### src/rtl/fb_read_arbiter_pkg.sv
// Shared types and constants for the framebuffer read-port arbiter.
// Requester ids, default read latency, address-width helper and FSM/tag types.
package fb_read_arbiter_pkg;

  localparam logic c_id_drv  = 1'b0;
  localparam logic c_id_anim = 1'b1;

  localparam int c_fb_rd_lat = 1;

  // One channel per LED on each of 32-channel boards.
  function automatic int fb_addr_w(input int ledboards);
    return $clog2(ledboards * 32);
  endfunction

  typedef enum logic {
    PRI_DRV,
    BOOST
  } arb_state_e;

  typedef struct packed {
    logic valid;
    logic id;
  } rd_tag_t;

endpackage

### src/rtl/fb_read_arbiter_if.sv
// Request/grant/return bundle between the two requesters, the framebuffer and the arbiter.
// The slave modport is the arbiter's view; master is the environment's view.
interface fb_read_arbiter_if #(
  parameter int ADDR_W = 10,
  parameter int BPC    = 12
) ();

  logic              req0;
  logic [ADDR_W-1:0] addr0;
  logic              gnt0;
  logic              rvalid0;
  logic              req1;
  logic [ADDR_W-1:0] addr1;
  logic              gnt1;
  logic              rvalid1;
  logic [BPC-1:0]    rdata;
  logic [ADDR_W-1:0] fb_raddr;
  logic [BPC-1:0]    fb_rdata;

  modport slave (
    input  req0, addr0, req1, addr1, fb_rdata,
    output gnt0, rvalid0, gnt1, rvalid1, rdata, fb_raddr
  );

  modport master (
    output req0, addr0, req1, addr1, fb_rdata,
    input  gnt0, rvalid0, gnt1, rvalid1, rdata, fb_raddr
  );

endinterface

### src/rtl/fb_read_arbiter_rd_tag_pipe.sv
// Fixed-depth shift pipe carrying {valid,id} tags alongside the framebuffer read latency.
// Synchronous clear drops every in-flight tag.
module fb_read_arbiter_rd_tag_pipe #(
  parameter int DEPTH = 1,
  parameter int WIDTH = 2
) (
  input  logic             clk_i,
  input  logic             rst_i,
  input  logic [WIDTH-1:0] tag_i,
  output logic [WIDTH-1:0] tag_o
);

  logic [WIDTH-1:0] stage_q [DEPTH];

  always_ff @(posedge clk_i) begin
    if (rst_i) begin
      for (int i = 0; i < DEPTH; i++) begin
        stage_q[i] <= '0;
      end
    end else begin
      stage_q[0] <= tag_i;
      for (int i = 1; i < DEPTH; i++) begin
        stage_q[i] <= stage_q[i-1];
      end
    end
  end

  assign tag_o = stage_q[DEPTH-1];

endmodule

### src/rtl/fb_read_arbiter.sv
// Per-cycle arbiter for the framebuffer read port: driver has priority, the animator is
// force-granted after c_max_wait consecutive denials; returns are routed by tag.
module fb_read_arbiter
  import fb_read_arbiter_pkg::*;
#(
  parameter int c_ledboards = 30,
  parameter int c_bpc       = 12,
  parameter int c_rd_lat    = c_fb_rd_lat,
  parameter int c_max_wait  = 4
) (
  input logic i_clk,
  input logic i_rst,
  fb_read_arbiter_if.slave bus
);

  localparam int c_addr_w = fb_addr_w(c_ledboards);
  localparam int c_wait_w = $clog2(c_max_wait + 1);
  localparam logic [c_wait_w-1:0] c_wait_max = c_wait_w'(c_max_wait);

  arb_state_e          state_q, state_d;
  logic [c_wait_w-1:0] wait_q, wait_d;
  logic                gnt0, gnt1;
  logic [c_addr_w-1:0] raddr;
  logic [c_bpc-1:0]    rdata;
  rd_tag_t             tag_in, tag_out;

  always_ff @(posedge i_clk) begin
    if (i_rst) begin
      state_q <= PRI_DRV;
      wait_q  <= '0;
    end else begin
      state_q <= state_d;
      wait_q  <= wait_d;
    end
  end

  // The BOOST decision uses the updated count so contention yields one animator grant per c_max_wait+1 cycles.
  always_comb begin
    state_d = state_q;
    wait_d  = wait_q;
    if (gnt1 || !bus.req1) begin
      wait_d = '0;
    end else if (wait_q < c_wait_max) begin
      wait_d = wait_q + c_wait_w'(1);
    end
    case (state_q)
      PRI_DRV: if (wait_d == c_wait_max) state_d = BOOST;
      BOOST:   state_d = PRI_DRV;
      default: state_d = PRI_DRV;
    endcase
  end

  always_comb begin
    gnt0  = 1'b0;
    gnt1  = 1'b0;
    raddr = '0;
    if (!i_rst) begin
      case (state_q)
        PRI_DRV: begin
          if (bus.req0) begin
            gnt0 = 1'b1;
          end else if (bus.req1) begin
            gnt1 = 1'b1;
          end
        end
        BOOST:   gnt1 = bus.req1;
        default: gnt0 = 1'b0;
      endcase
    end
    if (gnt0) begin
      raddr = bus.addr0;
    end else if (gnt1) begin
      raddr = bus.addr1;
    end
  end

  assign tag_in.valid = gnt0 | gnt1;
  assign tag_in.id    = gnt1 ? c_id_anim : c_id_drv;

  fb_read_arbiter_rd_tag_pipe #(
    .DEPTH (c_rd_lat),
    .WIDTH ($bits(rd_tag_t))
  ) u_tag_pipe (
    .clk_i (i_clk),
    .rst_i (i_rst),
    .tag_i (tag_in),
    .tag_o (tag_out)
  );

  assign rdata        = bus.fb_rdata;
  assign bus.rdata    = rdata;
  assign bus.fb_raddr = raddr;
  assign bus.gnt0     = gnt0;
  assign bus.gnt1     = gnt1;
  // A tag emerging during reset belongs to a discarded transfer.
  assign bus.rvalid0  = tag_out.valid & ~i_rst & (tag_out.id == c_id_drv);
  assign bus.rvalid1  = tag_out.valid & ~i_rst & (tag_out.id == c_id_anim);

endmodule
### src/flat_wrapper.sv
// flat-port wrapper written by rule: the top's interface ports become plain ports
module fb_read_arbiter_flat import fb_read_arbiter_pkg::*;
#(
  parameter int c_ledboards = 30,
  parameter int c_bpc       = 12,
  parameter int c_rd_lat    = c_fb_rd_lat,
  parameter int c_max_wait  = 4
)
  (i_clk, i_rst, bus_req0, bus_addr0, bus_req1, bus_addr1, bus_fb_rdata, bus_gnt0, bus_rvalid0, bus_gnt1, bus_rvalid1, bus_rdata, bus_fb_raddr);
  fb_read_arbiter_if bus_i ();
  input logic i_clk;
  input logic i_rst;
  input wire logic [$bits(bus_i.req0)-1:0] bus_req0;
  input wire logic [$bits(bus_i.addr0)-1:0] bus_addr0;
  input wire logic [$bits(bus_i.req1)-1:0] bus_req1;
  input wire logic [$bits(bus_i.addr1)-1:0] bus_addr1;
  input wire logic [$bits(bus_i.fb_rdata)-1:0] bus_fb_rdata;
  output wire logic [$bits(bus_i.gnt0)-1:0] bus_gnt0;
  output wire logic [$bits(bus_i.rvalid0)-1:0] bus_rvalid0;
  output wire logic [$bits(bus_i.gnt1)-1:0] bus_gnt1;
  output wire logic [$bits(bus_i.rvalid1)-1:0] bus_rvalid1;
  output wire logic [$bits(bus_i.rdata)-1:0] bus_rdata;
  output wire logic [$bits(bus_i.fb_raddr)-1:0] bus_fb_raddr;
  assign bus_i.req0 = bus_req0;
  assign bus_i.addr0 = bus_addr0;
  assign bus_i.req1 = bus_req1;
  assign bus_i.addr1 = bus_addr1;
  assign bus_i.fb_rdata = bus_fb_rdata;
  assign bus_gnt0 = bus_i.gnt0;
  assign bus_rvalid0 = bus_i.rvalid0;
  assign bus_gnt1 = bus_i.gnt1;
  assign bus_rvalid1 = bus_i.rvalid1;
  assign bus_rdata = bus_i.rdata;
  assign bus_fb_raddr = bus_i.fb_raddr;
  fb_read_arbiter #(.c_ledboards(c_ledboards), .c_bpc(c_bpc), .c_rd_lat(c_rd_lat), .c_max_wait(c_max_wait)) u_core (.i_clk(i_clk), .i_rst(i_rst), .bus(bus_i));
endmodule
### config.mk
export PLATFORM = sky130hd
export DESIGN_NAME = fb_read_arbiter_flat
export DESIGN_NICKNAME = d
export VERILOG_FILES = /design/src/rtl/fb_read_arbiter_pkg.sv /design/src/rtl/fb_read_arbiter_if.sv /design/src/rtl/fb_read_arbiter_rd_tag_pipe.sv /design/src/rtl/fb_read_arbiter.sv /design/src/flat_wrapper.sv
export SDC_FILE = /design/constraint.sdc
export NUM_CORES = 1
export LEC_CHECK = 0
export ABC_AREA = 1
export CAP_MARGIN = 20
export CORE_AREA = 2 2 49 51
export CTS_CLUSTER_DIAMETER = 200
export DETAILED_ROUTE_END_ITERATION = 10
export DIE_AREA = 0 0 51 53
export MAX_ROUTING_LAYER = met4
export PLACE_DENSITY = 0.83
export SETUP_SLACK_MARGIN = 0.4
export SLEW_MARGIN = 20
export SYNTH_ARGS = -nofsm -noshare
export SYNTH_HDL_FRONTEND = slang
export SYNTH_SLANG_ARGS = --single-unit
### constraint.sdc
create_clock -name i_clk -period 1.2 [get_ports i_clk]
set_input_delay 0.24 -clock i_clk [delete_from_list [all_inputs] [get_ports i_clk]]
set_output_delay 0.24 -clock i_clk [all_outputs]
set_load 0.005 [all_outputs]
==> metrics.txt, run 1 <==
Synthesized Nets=121; fin area=0.00114 mm2; die width=51 um; WP data arrival=1.19 ns; final worst slack=-0.227 ns; Hold Buf Count CTS=0; Syn-to-layout area delta=105%; layout cells sized above 1=60.3%; antenna violations before repair=0; fin crit share=119%; peak supply drop=0.865 mV; CTS HTree Levels=1; DR vias=667; drt first pass iters=5; port bufs=37; core area=0.00215 mm2; Seq/Total Area, Yosys=21.6%; Max Slew Vio Count=0; clk_lat worst skew=0.24 ns; placer congestion estimate=0.838; Util after Layout=53.1%; vias per inst=4.19; Hold Crit Class=in2reg; CTS tree=yes; CTS buffer count=3; drt wl/cell=11.3 um; slew margin rel.=84.3%; placed cell area=880 um2; I/O pins=62; #FFs+latches synth=6; final WL=1790 um; Non-Filler Instances=159; row count=17; Num Clock Sinks=6; commonest non-fill, non-tap cell in the layout=clkdlybuf4s50_1; fmax=0.701 GHz; Synth Instances=84; die height=53 um; Ys Warns=0; DRC errors left=0; 1st-iter DRT viols=5; first-pass GRT wire length=2640 um; # diodes=0; All-Layer GR Usage=13.9%; Clock Skew=0.00380 ns; status=complete, but fails checks; final hold violation count=0; Initial Util=25.9%; vias in the first global route=617; CP max FO=3; Max clock buf depth=2; synth unique cells=17; Synth Cell Area=556 um2; largest net degree at the start of global routing=6; nets=170; total gr overflow=0; Clock transition at path regs=0.04 ns; Max-Cap Viols=0; Leakage Power=0.600 nW; Final ANT Viol Nets=0; Pwr Total=0.670 mW; worst-margin pin slew=0.234 ns; failing checks=setup timing; Setup CP Type=reg2out; Mean Syn Cell Area=6.61 um2; PD cells=587 mW/mm2; die area=0.00270 mm2; Inst Count DP=139; Clock Root Buffer=clkbuf_4; RSZ-0062 raised after global routing=true; Final min period=1.43 ns; final setup vio count=13; commonest non-fill, non-tap cells in the layout=clkdlybuf4s50_1 (20), nand2_2 (19), nand2_1 (16); CP Capture Type=primary output; Final HPWL DP=1150 um; WP data required=0.96 ns; CP Launch Type=flop
==> logic make-up (layout without fill, tap and decap cells) <==
family / Yosys count / count (layout) / share of synthesized area (%)
adder cells (fa/ha/maj): 1 / 1 / 2.25
flip-flops: 6 / 6 / 21.6
XOR/XNOR: 1 / 1 / 1.58
AND/OR/NAND/NOR: 51 / 51 / 45.7
buffers and inverters: 25 / 72 / 28.8
==> per-layer routing <==
| metal | vias up | global-route usage, % | part of all wire, % |
|---|---|---|---|
| met5 | - | - | 0 |
| met4 | 0 | 4.05 | 0.50 |
| met3 | 2 | 6.21 | 15 |
| met2 | 46 | 25.5 | 49 |
| met1 | 292 | 13.1 | 36 |
| li1 | 327 | - | - |
==> final timing paths <==
path / start / to / slack, ns / depth (start not counted)
worst max-delay path: u_core.state_q / bus_fb_raddr[9] / -0.23 / 8
worst min-delay path: i_rst / u_core.wait_q[2] / 0.36 / 4
worst max register to register: u_core.state_q / u_core.state_q / 0 / 9
worst min register to register: u_core.state_q / u_core.u_tag_pipe.stage_q[0][1] / 0.58 / 3
==> cells in the mapped netlist <==
library cell  number  area, um2
inv_1              5       18.8
inv_2              4       15.0
nand2_2           16        100
buf_4             13       97.6
nor2_2             1       6.26
nand4_1            1       6.26
clkinv_1           1       3.75
nor2_1             4       15.0
nand2_1           25       93.8
ha_1               1       12.5
nand2_4            1       11.3
nor2_4             1       11.3
xor2_1             1       8.76
clkinv_2           1       5.00
buf_12             1       20.0
dfxtp_1            6        120
nand3_1            2       10.0
==> worst max-delay path, cell delays in order (launching register included) <==
cell and delay, ns:
dfxtp_2 0.32, inv_4 0.07, nand2_4 0.07, nand2_8 0.11, clkinv_8 0.06, buf_8 0.13, nand2_2 0.04, nand2_1 0.04
buf_2 0.12
==> timing repair <==
item / 4_1_cts / 5_1_grt
endpoints found under the setup margin: 20 / 20
resized for setup: 90 / 19
cloned: 2 / 0
pin swaps: 11 / 4
setup buffers: 13 / 2
==> cell type report <==
cell class | count | area [um2]
Sequential cell | 6 | 125
Inverter | 11 | 58.8
Timing Repair inverter | 2 | 18.8
Fill cell | 191 | 1010
Clock buffer | 3 | 22.5
Tap cell | 28 | 35.0
Timing Repair Buffer | 56 | 507
Multi-Input combinational cell | 53 | 374
==> registers in the layout (all words and copies together) (netlist names) <==
register,count
u_core.state_q,1
u_core.u_tag_pipe.stage_q,2
u_core.wait_q,3
==> report_power, final <==
| group | switching (mW) | internal [mW] |
|---|---|---|
| Combinational | 0.113 | 0.167 |
| Clock | 0.0638 | 0.112 |
| Sequential | 0.00515 | 0.208 |
| Total | 0.182 | 0.488 |
==> through the flow <==
step,setup slack [ns],TNS (ns),hold WS [ns]
2_1_floorplan,0.186,0,0.383
3_3_place_gp,-0.746,-10.34,0.480
3_5_place_dp,-0.768,-10.58,0.480
4_1_cts,-0.256,-2.56,0.358
5_1_grt,-0.308,-3.14,0.371
6_report,-0.227,-2.27,0.363
(Power assumes the default switching activity.)
==> run 2: changes to the inputs <==
CORE_AREA = 2 2 48 50   (was 2 2 49 51)
DIE_AREA = 0 0 50 52   (was 0 0 51 53)
SYNTH_HIERARCHICAL = 1   (was default)
==> run 2 against run 1 <==
  * The run still ends with setup timing left
  * Count of clock-buffer cells in the layout is the same
  * Design area shrank 2.2%
  * Clock skew shrank 0.0025 ns
  * Core utilization shrank 0.12 points
  * Hold slack lost 0.0028 ns
  * Area after synthesis shrank 7.9%
  * Sequential cell count is the same
  * First-iteration DRC count is the same
  * Combinational power shrank 4%
  * Power shrank 0.99%
  * Sequential power shrank 2%
  * Setup slack lost 0.084 ns
  * Critical path type unchanged
  * Critical endpoint is now bus_fb_raddr[4]
  * Largest power group unchanged
==> metrics.txt, run 2 <==
first-pass GRT wire length=2690 um; met2 Resource Use GR=27.4%; async set-or-reset flop fraction in the synthesized netlist=0%; Setup TNS=-3.20 ns; I/O pins=62; most common cell in the synthesized netlist=nand2_1; Non-Filler Instances=165; die height=52 um; Setup CP Type=reg2out; Int Pwr=0.478 mW; antenna violations before repair=0; CP max stage cell=dfxtp_2; Slowest Stage Delay on Critical Path=0.31 ns; DRC errors left=0; Clk pwr share=27.6%; Synth Instances=89; fin crit share=126%; Fill cells=187; WP data arrival=1.27 ns; total gr overflow=0; status=complete, but fails checks; top-area cell type share of the netlist area=30.1%; Top reg by flops=u_core/wait_q; CP Launch Type=flop; synth top area cells=nand2_1 (30%), dfxtp_1 (23%), buf_4 (19%); number of synthesized flops with an enable pin=0; drt first pass iters=2; Final ANT Viol Nets=0; commonest non-fill, non-tap cell in the layout=nand2_1; Switch Pwr=0.185 mW; drt wl/cell=11.9 um; Final min period=1.51 ns; commonest non-fill, non-tap cells in the layout=nand2_1 (24), clkdlybuf4s50_1 (20), nand2_2 (16); final hold violation count=0; Sw Share=27.9%; fin area=0.00112 mm2; Max-Cap Viols=0; CP Buf/Inv Count=5; # diodes=0; Largest delay share family, worst path=buffers and inverters; Pwr Total=0.664 mW; Clock Skew=0.00128 ns; slew margin rel.=89.2%; Inst Count DP=145; Hold Crit Class=in2reg; Clock transition at path regs=0.05 ns; final worst slack=-0.311 ns; CTS HTree Levels=1; vias in the first global route=594; Synth Cell Area=512 um2; max FFs per register=3; fmax=0.662 GHz; 1st-iter DRT viols=5; Initial Util=24.3%; peak supply drop=0.493 mV; worst hold slack=0.361 ns; grt met1 use=13.9%; crit path cell chain=inv_2 > buf_6 > nand3_4 > clkinvlp_4 > buf_6 > nand2_4 > nand2_2 > buf_2; synth unique cells=13; PD cells=595 mW/mm2; core area=0.00211 mm2; Ys Warns=6; CP Capture Type=primary output; gr busiest metal=met2; layout cells sized above 1=54.7%; Most common cell on crit path=buf_6; Max Slew Vio Count=0; die width=50 um; Syn-to-layout area delta=118%; Synthesized Nets=126; Seq/Total Area, Yosys=23.5%; top_reg_cell synth=dfxtp_1; WP data required=0.96 ns; share of power burned in registers=31.7%; placer congestion estimate=0.701; #FFs+latches synth=6; final setup vio count=12; CTS tree=yes; Final HPWL DP=1130 um; global routing usage on met3=2.59%; placed cell area=862 um2; Leakage Power=0.569 nW; nets=176; RSZ-0062 raised after global routing=true; port bufs=37; CP max FO=3; DR vias=685; Mean Syn Cell Area=5.75 um2; final WL=1960 um; Yosys top cell by area=nand2_1; row count=17; Clock Root Buffer=clkbuf_4; largest net degree at the start of global routing=7; worst-margin pin slew=0.162 ns; most frequent cells after synthesis=nand2_1 (41), buf_4 (13), inv_1 (9); Max clock buf depth=2; failing checks=setup timing; All-Layer GR Usage=14.5%; CTS buffer count=3; Largest regs=u_core/wait_q: 3 flops, u_core/u_tag_pipe/stage_q: 2 flops, u_core/state_q: 1 flops; vias per inst=4.15; clk_lat worst skew=0.24 ns; combinational power share=40.7%; die area=0.00260 mm2; Num Clock Sinks=6; Hold Buf Count CTS=0
## run 2: changes by cell type after synthesis, sizes merged
cell	change
or2	+1
nand3	+2
xor2	-1
nor2	+3
clkinv	-2
inv	+2
## run 2: per-stage QoR
stage	utilization, %	setup slack [ns]
2_1_floorplan	-	0.191
3_3_place_gp	40.9	-0.819
3_5_place_dp	40.9	-0.856
4_1_cts	48.2	-0.305
5_1_grt	53.0	-0.369
6_report	53.0	-0.311
## run 2: cell families (layout without fill, tap and decap cells)
group	after synthesis	count (layout)	synth area share, %
adders and majority gates	1	1	2.44
buffers and inverters	25	73	29.3
DFF	6	6	23.5
and+or+nand+nor	57	57	44.7
## run 2: power groups by stage
stage | combinational, mW | sequential [mW] | clock, mW
finish | 0.270 | 0.210 | 0.183
CTS | 0.227 | 0.210 | 0.194
global route | 0.288 | 0.210 | 0.208
global placement | 0.196 | 0.214 | 0
floorplan | 0.0932 | 0.214 | 0
detailed placement | 0.199 | 0.215 | 0
## run 2: final cells by class
class	instances	area, um2	area share (%)
inverter	11	51.3	4.60
timing repair buffer	57	517	46.3
timing repair inverter	2	15.0	1.35
tap	28	35.0	3.14
sequential	6	126	11.3
clock buffer	3	22.5	2.02
multi-input combinational	58	349	31.3
## run 2: worst register-to-register path, cell delays in order (launching register included)
cell and delay [ns]:
dfxtp_2 0.31, inv_2 0.06, nand2_2 0.06, nand2_4 0.09, clkinvlp_4 0.16, buf_6 0.16, buf_6 0.10, buf_6 0.10
inv_2 0.03, nor2_1 0.03
## run 2: worst paths after layout
check / from / to / slack (ns) / cells past startpoint
worst max register to register: u_core/state_q / u_core/u_tag_pipe/stage_q[0][0] / 0 / 9
worst max-delay path: u_core/state_q / bus_fb_raddr[4] / -0.31 / 8
worst min register to register: u_core/wait_q[2] / u_core/wait_q[0] / 0.63 / 4
worst min-delay path: i_rst / u_core/wait_q[0] / 0.36 / 3
## run 2: what timing repair did
item | CTS | global route
setup endpoints to repair | 20 | 20
cloned | 2 | 0
setup buffers | 12 | 3
gates resized for setup | 85 | 26
pin swaps | 8 | 12
## run 2: metal layers
layer	share of wire [%]	routed length (um)
met1	37	722
met2	58	1140
met3	3.5	68
met4	1.6	31
met5	0	0
==> run 3: changes to the inputs <==
SLEW_MARGIN = default   (was 20)
==> results of run 3 <==
No change in the layout: final DEF, timing and power equal those of run 2.
